$ cat src/rtl/rsa256_uart_wrapper.sv
// rsa256_uart_wrapper: UART-fed host controller for the 256-bit RSA core; define RSA_TX_FULL_WIDTH_EN to return all 32 result bytes
module rsa256_uart_wrapper #(
  parameter int RX_ADDR = 0,
  parameter int TX_ADDR = 4,
  parameter int STATUS_ADDR = 8,
  parameter int RX_OK_BIT = 7,
  parameter int TX_OK_BIT = 6
) (
  input  logic         i_clk,
  input  logic         i_rst_n,
  output logic [4:0]   o_avm_address,
  output logic         o_avm_read,
  input  logic [31:0]  i_avm_readdata,
  output logic         o_avm_write,
  output logic [31:0]  o_avm_writedata,
  input  logic         i_avm_waitrequest,
  output logic         o_core_start,
  output logic [255:0] o_core_a,
  output logic [255:0] o_core_d,
  output logic [255:0] o_core_n,
  input  logic [255:0] i_core_a_pow_d,
  input  logic         i_core_finished
);
  typedef enum logic [1:0] {S_GET_KEY, S_GET_DATA, S_WAIT_CALC, S_SEND_DATA} state_t;
`ifdef RSA_TX_FULL_WIDTH_EN
  localparam logic [6:0] TX_LAST = 7'd31;
  logic [255:0] out_load;
  logic unused_bits;
  assign out_load = i_core_a_pow_d;
  assign unused_bits = ^i_avm_readdata[31:8];
`else
  localparam logic [6:0] TX_LAST = 7'd30;
  logic [255:0] out_load;
  logic unused_bits;
  assign out_load = {i_core_a_pow_d[247:0], 8'd0};
  assign unused_bits = ^{i_avm_readdata[31:8], i_core_a_pow_d[255:248]};
`endif
  state_t state, state_nxt;
  logic [6:0] cnt, last;
  logic phase, quiet, done, data_done, ok, issue;
  logic [255:0] n_r, d_r, a_r, out_r;
  assign done = (o_avm_read | o_avm_write) & ~i_avm_waitrequest;
  assign data_done = done & phase;
  assign ok = i_avm_readdata[state == S_SEND_DATA ? TX_OK_BIT : RX_OK_BIT];
  assign last = state == S_GET_KEY ? 7'd63 : state == S_GET_DATA ? 7'd31 : TX_LAST;
  assign issue = ~(o_avm_read | o_avm_write) & quiet & (state != S_WAIT_CALC | i_core_finished);
  assign o_avm_writedata = {24'd0, out_r[255:248]};
  assign o_core_a = a_r;
  assign o_core_d = d_r;
  assign o_core_n = n_r;
  // next state: advance after the last data byte of a phase or on core completion
  always_comb begin
    state_nxt = state;
    if (state == S_WAIT_CALC)
      state_nxt = i_core_finished ? S_SEND_DATA : state;
    else if (data_done && cnt == last)
      state_nxt = state == S_GET_KEY ? S_GET_DATA : state == S_GET_DATA ? S_WAIT_CALC : S_GET_DATA;
  end
  // state register, Avalon request sequencing and byte shift registers
  always_ff @(posedge i_clk or negedge i_rst_n)
    if (!i_rst_n) begin
      state <= S_GET_KEY;
      cnt <= 7'd0;
      phase <= 1'b0;
      quiet <= 1'b1;
      o_avm_read <= 1'b0;
      o_avm_write <= 1'b0;
      o_avm_address <= 5'(STATUS_ADDR);
      o_core_start <= 1'b0;
      n_r <= '0;
      d_r <= '0;
      a_r <= '0;
      out_r <= '0;
    end else begin
      state <= state_nxt;
      cnt <= state_nxt != state ? 7'd0 : cnt + 7'(data_done);
      quiet <= ~(o_avm_read | o_avm_write);
      o_core_start <= state == S_GET_DATA && state_nxt == S_WAIT_CALC;
      if (done) begin
        phase <= ~phase & ok;
        o_avm_read <= 1'b0;
        o_avm_write <= 1'b0;
      end else if (issue) begin
        o_avm_read <= ~(phase & state == S_SEND_DATA);
        o_avm_write <= phase & state == S_SEND_DATA;
        o_avm_address <= ~phase ? 5'(STATUS_ADDR) : state == S_SEND_DATA ? 5'(TX_ADDR) : 5'(RX_ADDR);
      end
      if (data_done && state == S_GET_KEY && !cnt[5]) n_r <= {n_r[247:0], i_avm_readdata[7:0]};
      if (data_done && state == S_GET_KEY && cnt[5]) d_r <= {d_r[247:0], i_avm_readdata[7:0]};
      if (data_done && state == S_GET_DATA) a_r <= {a_r[247:0], i_avm_readdata[7:0]};
      out_r <= state == S_WAIT_CALC && i_core_finished ? out_load :
               data_done && state == S_SEND_DATA ? {out_r[247:0], 8'd0} : out_r;
    end
endmodule

$ cat config.mk
export PLATFORM = sky130hd
export DESIGN_NAME = rsa256_uart_wrapper
export DESIGN_NICKNAME = d
export VERILOG_FILES = /design/src/rtl/rsa256_uart_wrapper.sv
export SDC_FILE = /design/constraint.sdc
export NUM_CORES = 1
export LEC_CHECK = 0
export ABC_AREA = 1
export BUFFER_PORTS_ARGS = -buffer_cell sky130_fd_sc_hd__buf_2
export CAP_MARGIN = 20
export CORE_AREA = 2 2 428 430
export DETAILED_ROUTE_END_ITERATION = 6
export DIE_AREA = 0 0 430 432
export PLACE_DENSITY = 0.52
export SLEW_MARGIN = 20
export SYNTH_ARGS = -nofsm -noshare
export SYNTH_HDL_FRONTEND = slang
export SYNTH_SLANG_ARGS = --single-unit
$ cat constraint.sdc
create_clock -name i_clk -period 6.1 [get_ports i_clk]
set_input_delay 1.22 -clock i_clk [delete_from_list [all_inputs] [get_ports i_clk]]
set_output_delay 1.22 -clock i_clk [all_outputs]
set_load 0.03 [all_outputs]
Word-level counts from Yosys, hierarchy flattened
Index checks and enable logic that the tools add are counted.
{"block": "totals", "in_bits": 292, "wordCells": 67, "regBits": 1043, "output_inout_bits": 808}
{"block": "op_classes", "muxes": 20, "n_bitwise": 13, "addsub": 1, "eq_ne": 7, "n_lt_le_gt_ge": 1, "reduce_logical": 13}
{"op": "$mux 256", "n": 2}
{"op": "$mux 2", "n": 5}
{"op": "$logic_and 1x1->1", "n": 8}
{"op": "$mux 1", "n": 8}
{"op": "$add 7x1->7", "n": 1}
{"op": "$eq 7x6->1", "n": 1}
{"op": "$mux 7", "n": 1}
{"op": "$and 1x1->1", "n": 6}
{"op": "$eq 2x2->1 const B", "n": 3}
{"op": "$lt 3x6->1 const B", "n": 1}
{"op": "$mux 6", "n": 1}
{"op": "$bmux 1 s5", "n": 1}
{"op": "$not 1->1", "n": 5}
{"op": "$mux 4", "n": 1}
{"op": "$reduce_bool 2->1", "n": 2}
{"op": "$mux 3", "n": 1}
{"op": "$eq 2x1->1 const B", "n": 1}
{"op": "$logic_not 2->1", "n": 1}
{"op": "$ne 2x2->1", "n": 1}
{"op": "$ne 2x2->1 const B", "n": 1}
{"op": "$or 1x1->1", "n": 2}
{"op": "$reduce_and 2->1", "n": 1}
{"op": "$logic_not 1->1", "n": 1}

Longest topological paths before layout
Gate-level depths: netlist of the first run.
{"block": "logic_depth", "depth_word": 9, "depth_mapped": 12, "ltp_nobuf": 10}

Worst setup path after synthesis of the first run
OpenSTA, ideal clock, no wires.
{"block": "synth_timing", "kind": "input to register", "startpoint": "input i_avm_waitrequest", "endpoint": "register cnt[6]", "cell_stages": 11, "slack_ps": 3230, "setup_time_ps": 131, "required_time_ps": 5969, "arrival_ps": 2739, "cell_sequence": "inv_1 > nand3_1 > inv_2 > buf_2 > clkbuf_1 > ha_1 > ha_1 > nand3_1 > nor2_1 > xor2_1 > a21oi_1"}
{"block": "synth_between", "elab_chain_len": 8}
{"item": "start: declaration", "line_no": "16", "source": "input logic i_avm_waitrequest,"}
{"item": "$not 1->1 *", "line_no": "42", "source": "assign done = (o_avm_read | o_avm_write) & ~i_avm_waitrequest;"}
{"item": "$and 1x1->1 *", "line_no": "42"}
{"item": "$and 1x1->1 *", "line_no": "43", "source": "assign data_done = done & phase;"}
{"item": "parallel branches: the longest is 4 deep, another holds $add 7x1->7"}
{"item": "$mux 7 *", "line_no": "76", "source": "cnt <= state_nxt != state ? 7'd0 : cnt + 7'(data_done);"}
{"item": "end signal: assignment", "line_no": "76"}
{"item": "end: declaration", "line_no": "39", "source": "logic [6:0] cnt, last;"}
Mark *: on every way between the ends.
A chain may end at the register's enable or synchronous reset.

Final worst setup path of the first run
{"block": "layout_timing", "startpoint": "input i_avm_waitrequest", "endpoint": "register a_r[136] (netlist: o_core_a[136])"}
{"block": "layout_between", "elab_chain_len": 4}
{"item": "$not 1->1", "line_no": "42"}
{"item": "$and 1x1->1", "line_no": "42"}
{"item": "$and 1x1->1", "line_no": "43"}
{"item": "$logic_and 1x1->1", "line_no": "90", "source": "if (data_done && state == S_GET_DATA) a_r <= {a_r[247:0], i_avm_readdata[7:0]};"}
{"item": "end signal: assignment", "line_no": "90"}
{"item": "end: declaration", "line_no": "41", "source": "logic [255:0] n_r, d_r, a_r, out_r;"}
No other way between the ends.

==> run summary, run 1 <==
Clock Latency Late Sink = 0.77 ns
Post-synthesis cell count = 4727
Die height = 432 µm
Area of the multi-input gates = 13300 µm²
Mux contribution to synthesized area = 0%
Fin crit share = 57.2%
Maximum clock frequency = 0.287 GHz
Synth warnings = 0
Unrepaired setup endpoints after global routing = false
WL/cell = 20.3 µm
Detail Route Antenna Nets = 0
Rows = 157
CTS max path bufs = 3
Lkg Pwr = 28.6 nW
Final setup violation count = 0
Power density over the cells = 338 nW/µm²
Gr usage total = 17.0%
I/O Buffers = 1040
Post-CTS Setup Inserts = 0
Final hold vios = 0
Synth area leaders = dfrtp_1 62%, nand2_1 16%, nand3_1 12%, o21ai_0 3.1%, inv_1 2.5%
DR DRC count = 0
CTS buffer count = 115
Die Wd = 430 µm
Critical path fanouts, max = 70
Initial Util = 23.0%
Final nets = 5886
Post-Synth Simple-Gate Area = 27.5%
Sequential standard cell area = 25800 µm²
Min Tclk post-route = 3.49 ns
Post-CTS Hold Fix Bufs = 0
Worst R2R End = o_core_a[136]$_DFFE_PN0P_
Synth Area in Compound Gates = 3.87%
Antenna violations before repair = 29
Routed WL = 164000 µm
Tightest Hold Check Type = reg -> reg
WP data arrival = 4.18 ns
Worst r2r src = o_avm_read$_DFFE_PN0P_
Largest family of logic cells by synthesized area = simple AND/OR/NAND/NOR gates
1st-iter DRT viols = 3317
Min-delay src = o_core_a[248]$_DFFE_PN0P_
CP Launch Type = primary input
Worst Setup Path Type = in -> reg
FF-to-FF path depth = 8
Via count = 35900
Status = finished, final reports clean
Slew Viols, Final = 0
Origin of the worst setup path = i_avm_waitrequest
H-tree depth = 3
TritonRoute pass-1 iters = 6
Core Area = 182000 µm²
Fin util = 29.1%
Syn Std Cell Area = 41800 µm²
Area of the die = 186000 µm²
Worst slew margin = 31.6%
FF-to-FF setup slack = 2.81 ns
Max cap viols = 0
Synth-to-layout area growth = 26.7%
Yosys cell types = 29
Sink Count = 1032
DR vias/cell = 4.44
Synth Area in Adders = 0.0599%
Wire length of the first global-routing pass = 236000 µm
Syn avg cell area = 8.84 µm²
Sequential area share after synthesis = 61.8%
Library cell with the largest summed area after synthesis = dfrtp_1
CTS Root Cell = clkbuf_16
CTS clk-pin slew, worst paths = 0.06 ns
Share of the synthesized area in the top cell type = 61.7%
Share of cells above drive strength 1 = 22.6%
Crit path capture type = flip-flop
Routability Congestion = 0.881
Detail Placement HPWL = 118000 µm
Setup TNS = 0 ns
Pin count of the biggest net entering global routing = 185
Critical Path Sink = o_core_a[136]$_DFFE_PN0P_
CTS tree = yes
Congestion Overflow GR = 0
Vias in the first global route = 33600
WP data required = 6.79 ns
VDD IR max = 259 µV
Ports = 1100
Fillers = 19400
FF+latch count, synth = 1032
Slew @ Worst Pin = 1.02 ns
Post-Synth XOR/XNOR Area = 0.0838%
PostCTS Resize Cnt = 0
Clock skew = 0.0755 ns
## how the worst min path moves through the flow
stage                              endpoint  slack, ns  cells past startpoint
2_1_floorplan  o_avm_address[3]$_DFFE_PN1P_       0.45                      1
3_3_place_gp      o_core_n[249]$_DFFE_PN0P_       0.45                      2
3_5_place_dp      o_core_a[248]$_DFFE_PN0P_       0.45                      2
4_1_cts           o_core_d[249]$_DFFE_PN0P_       0.45                      1
5_1_grt           o_core_n[250]$_DFFE_PN0P_       0.48                      2
6_report          o_core_a[248]$_DFFE_PN0P_       0.47                      2
## report_power, final
part	leakage, nW	internal, W	switching [W]
logic	12.7	0.000689	0.00176
clock network	1.94	0.00420	0.00306
registers	13.9	0.00767	0.000498
total	28.6	0.0126	0.00532
## area by class of cell
| type | count | share of cell area [%] |
|---|---|---|
| Sequential cell | 1032 | 48.8 |
| Multi-Input combinational cell | 3075 | 25.1 |
| Timing Repair Buffer | 1084 | 10.8 |
| Clock buffer | 173 | 6.34 |
| Tap cell | 2385 | 5.64 |
| Inverter | 284 | 2.05 |
| Clock inverter | 43 | 1.13 |
| Antenna cell | 21 | 0.0993 |
## synthesized netlist by cell type (all sizes together)
master  count
and3        1
a21boi      2
clkbuf    105
nand3b      1
nand4       4
nor2       21
buf       257
nand2    1734
xor2        3
ha          2
xnor2       1
a22o        8
dfstp       2
inv       284
or2         1
a21o        1
o22ai       1
a21oi      17
conb        1
dfrtp    1030
nand3     965
o21ai     286
## layout by cell type, fill, tap and decap left out, types with 2 or more instances in the layout
master / instances
diode_2: 21
a21oi_1: 17
a21boi_0: 2
inv_2: 4
buf_4: 30
clkinv_16: 5
xor2_1: 3
dfrtp_1: 1030
ha_1: 2
nor2_4: 4
clkinv_2: 22
conb_1: 27
nand4_1: 3
nor2_1: 17
nand2_1: 1732
o21ai_0: 263
a22o_1: 8
inv_6: 5
nand2_4: 2
clkbuf_8: 26
nand3_1: 965
dfstp_2: 2
o21ai_1: 23
buf_2: 1039
inv_1: 277
inv_8: 3
bufinv_16: 9
clkbuf_1: 32
buf_12: 14
clkbuf_16: 115
## flip-flops by register name (all words and copies together) (netlist names)
signal / flops
o_avm_address: 2
out_r: 248
o_core_n: 256
cnt: 7
o_core_start: 1
o_avm_write: 1
state: 2
o_core_a: 256
o_avm_read: 1
phase: 1
o_core_d: 256
quiet: 1
## per-layer routing
| metal | vias up | share of wire, % | global-route usage [%] |
|---|---|---|---|
| met2 | 1091 | 49 | 27.6 |
| met4 | 4 | 3.3 | 6.27 |
| met5 | - | 0.014 | 0 |
| met3 | 237 | 6.1 | 3.62 |
| li1 | 16800 | - | - |
| met1 | 17800 | 42 | 22.1 |
## through the flow
step                      worst slack (ns)  cells  cell area (µm²)  hold slack [ns]  power [W]
final                                 2.61   8097            52900            0.470     0.0179
after global routing                  2.47   8093            52900            0.483     0.0188
after CTS                             2.71   8076            52900            0.448     0.0181
after detailed placement              1.83   7860            48900            0.453     0.0107
after global placement                1.87   7860            48900            0.450     0.0107
after floorplan                       3.23   4753            41900            0.448    0.00991
## cells by family (layout without fill, tap and decap cells)
group / after synthesis / after routing
other cells: 1 / 48
buf+inv: 646 / 1584
flops: 1032 / 1032
compound gates: 315 / 315
fa+ha+maj: 2 / 2
xor+xnor: 4 / 4
simple gates: 2727 / 2727
## worst max-delay path, cell delays in order
cell     delay, ns
buf_2         0.09
inv_1         0.09
nand3_1       0.25
inv_8         0.51
buf_4         0.60
buf_4         0.70
nand3_1       0.41
nand2_1       0.16
(Power assumes the default switching activity.)
==> run 2: changes to the inputs <==
==> constraint.sdc (replaced) <==
create_clock -name i_clk -period 3.6 [get_ports i_clk]
set_input_delay 0.72 -clock i_clk [delete_from_list [all_inputs] [get_ports i_clk]]
set_output_delay 0.72 -clock i_clk [all_outputs]
set_load 0.03 [all_outputs]
==> run summary, run 2 (synthesis results as in run 1) <==
Status = finished, final reports clean (unchanged)
Maximum clock frequency = 0.414 GHz
Vias in the first global route = 34000 (was 33600)
Worst path cell trace = buf_2 (was buf_2 > inv_1 > nand3_1 > inv_8 > buf_4 > buf_4 > nand3_1 > nand2_1)
Crit path buf inv count = 1 (was 5)
VDD IR max = 566 µV (was 259 µV)
Detail Placement HPWL = 122000 µm (was 118000 µm)
Most frequent cells in the layout = 1732 x nand2_1, 1039 x buf_2, 1030 x dfrtp_1, 965 x nand3_1, 277 x inv_1 (unchanged)
Clock skew = 0.0801 ns (was 0.0755 ns)
CTS buffer count = 115 (unchanged)
WP data arrival = 1.69 ns (was 4.18 ns)
Commonest non-fill, non-tap cell in the layout = nand2_1 (unchanged)
FF-to-FF setup slack = 1.29 ns (was 2.81 ns)
Overall power = 0.0308 W (was 0.0179 W)
I/O Buffers = 1040 (unchanged)
Worst r2r src = o_avm_read$_DFFE_PN0P_ (unchanged)
WP data required = 2.88 ns (was 6.79 ns)
Fillers = 19500 (was 19400)
FF-to-FF path depth = 8 (unchanged)
Power density over the cells = 573 nW/µm² (was 338 nW/µm²)
Worst Setup Path Type = reg -> out (was in -> reg)
Routability Congestion = 0.900 (was 0.881)
Gr usage total = 17.2% (was 17.0%)
Routed WL = 167000 µm (was 164000 µm)
Fin Hold WS = 0.0617 ns (was 0.470 ns)
DR vias/cell = 4.43 (was 4.44)
Tightest Hold Check Type = in -> async (was reg -> reg)
DR DRC count = 0 (unchanged)
Critical-path top delay cell = dfrtp_1 (was buf_4)
Die height = 432 µm (unchanged)
CTS tree = yes (unchanged)
Final hold vios = 0 (unchanged)
Pin count of the biggest net entering global routing = 179 (was 185)
Initial Util = 23.0% (unchanged)
Core Area = 182000 µm² (unchanged)
Cell Count, Final, Fillers Out = 8160 (was 8097)
Worst R2R End = o_core_a[137]$_DFFE_PN0P_ (was o_core_a[136]$_DFFE_PN0P_)
Antenna violations before repair = 43 (was 29)
Share of cells above drive strength 1 = 23.5% (was 22.6%)
Fin crit share = 67.0%
Crit path capture type = output port (was flip-flop)
Critical path fanouts, max = 3 (was 70)
Congestion Overflow GR = 0 (unchanged)
CTS clk-pin slew, worst paths = 0.07 ns (was 0.06 ns)
Via count = 36100 (was 35900)
Max cap viols = 0 (unchanged)
Area of the die = 186000 µm² (unchanged)
H-tree depth = 3 (unchanged)
Sink Count = 1032 (unchanged)
Detail Route Antenna Nets = 0 (unchanged)
Setup TNS = 0 ns (unchanged)
Cell family contributing the most delay on the critical path = flip-flops (was buffers and inverters)
Worst slew margin = 31.3% (was 31.6%)
PostCTS Resize Cnt = 0 (unchanged)
Ports = 1100 (unchanged)
Final nets = 5944 (was 5886)
Min Tclk post-route = 2.41 ns
CP Launch Type = flip-flop (was primary input)
Rows = 157 (unchanged)
Final setup violation count = 0 (unchanged)
Synth-to-layout area growth = 28.9% (was 26.7%)
Die Wd = 430 µm (unchanged)
Lkg Pwr = 29.1 nW (was 28.6 nW)
1st-iter DRT viols = 3459 (was 3317)
Post-CTS Setup Inserts = 0 (unchanged)
Wire length of the first global-routing pass = 239000 µm (was 236000 µm)
Slew @ Worst Pin = 1.03 ns (was 1.02 ns)
TritonRoute pass-1 iters = 5 (was 6)
CTS max path bufs = 3 (unchanged)
CTS Root Cell = clkbuf_16 (unchanged)
WL/cell = 20.4 µm (was 20.3 µm)
Max incr delay on CP = 0.62 ns (was 0.70 ns)
Slew Viols, Final = 0 (unchanged)
Post-CTS Hold Fix Bufs = 0 (unchanged)
Placed cells = 7918 (was 7860)
Unrepaired setup endpoints after global routing = false (unchanged)
Clock Latency Late Sink = 0.78 ns (was 0.77 ns)
==> run 2: cell types whose count changed in the layout (fill, tap and decap cells not counted) <==
cell / before / now
clkinv_4: 0 / 3
buf_4: 30 / 60
diode_2: 21 / 29
inv_6: 5 / 3
clkbuf_8: 26 / 38
inv_8: 3 / 2
clkinv_2: 22 / 18
bufinv_16: 9 / 10
clkbuf_1: 32 / 20
buf_12: 14 / 42
==> run 2: how the worst max path moves through the flow <==
stage,endpoint,start,depth (start not counted)
6_report,o_core_n[3],o_core_n[3]$_DFFE_PN0P_,1
5_1_grt,o_core_a[156]$_DFFE_PN0P_,o_avm_read$_DFFE_PN0P_,8
4_1_cts,o_core_n[164],o_core_n[164]$_DFFE_PN0P_,1
3_5_place_dp,o_core_a[137]$_DFFE_PN0P_,i_avm_waitrequest,8
3_3_place_gp,o_core_a[158]$_DFFE_PN0P_,i_avm_waitrequest,8
2_1_floorplan,cnt[6]$_DFF_PN0_,i_avm_waitrequest,11
==> run 2: routing by layer <==
layer  routed length (µm)  track usage [%]
met2                81500             28.3
met4                 5700             6.67
met3                 9780             3.61
met5                   41                0
met1                69600             22.1
==> run 2: cell type report <==
cell class	instances	area, µm²	area share, %
repair buffers	1142	6510	12.1
inverters	284	1090	2.02
well taps	2385	2980	5.54
clock inverters	40	608	1.13
clock buffers	173	3480	6.45
multi-input cells	3075	13300	24.7
flip-flops and latches	1032	25800	48.0
diodes	29	72.6	0.135
==> run 2: report_power, final <==
part           switching (W)  leakage, nW  internal [W]
registers           0.000843         13.9        0.0130
clock network        0.00523         2.01       0.00740
logic                0.00303         13.1       0.00136
==> run 2: per-stage QoR <==
step                setup slack, ns  cell area (µm²)  util [%]
floorplan                      1.23            41900         -
global placement              0.869            49700      27.4
detailed placement            0.852            49700      27.4
CTS                            1.06            53800      29.6
global route                   1.08            53800      29.6
finish                         1.19            53900      29.6
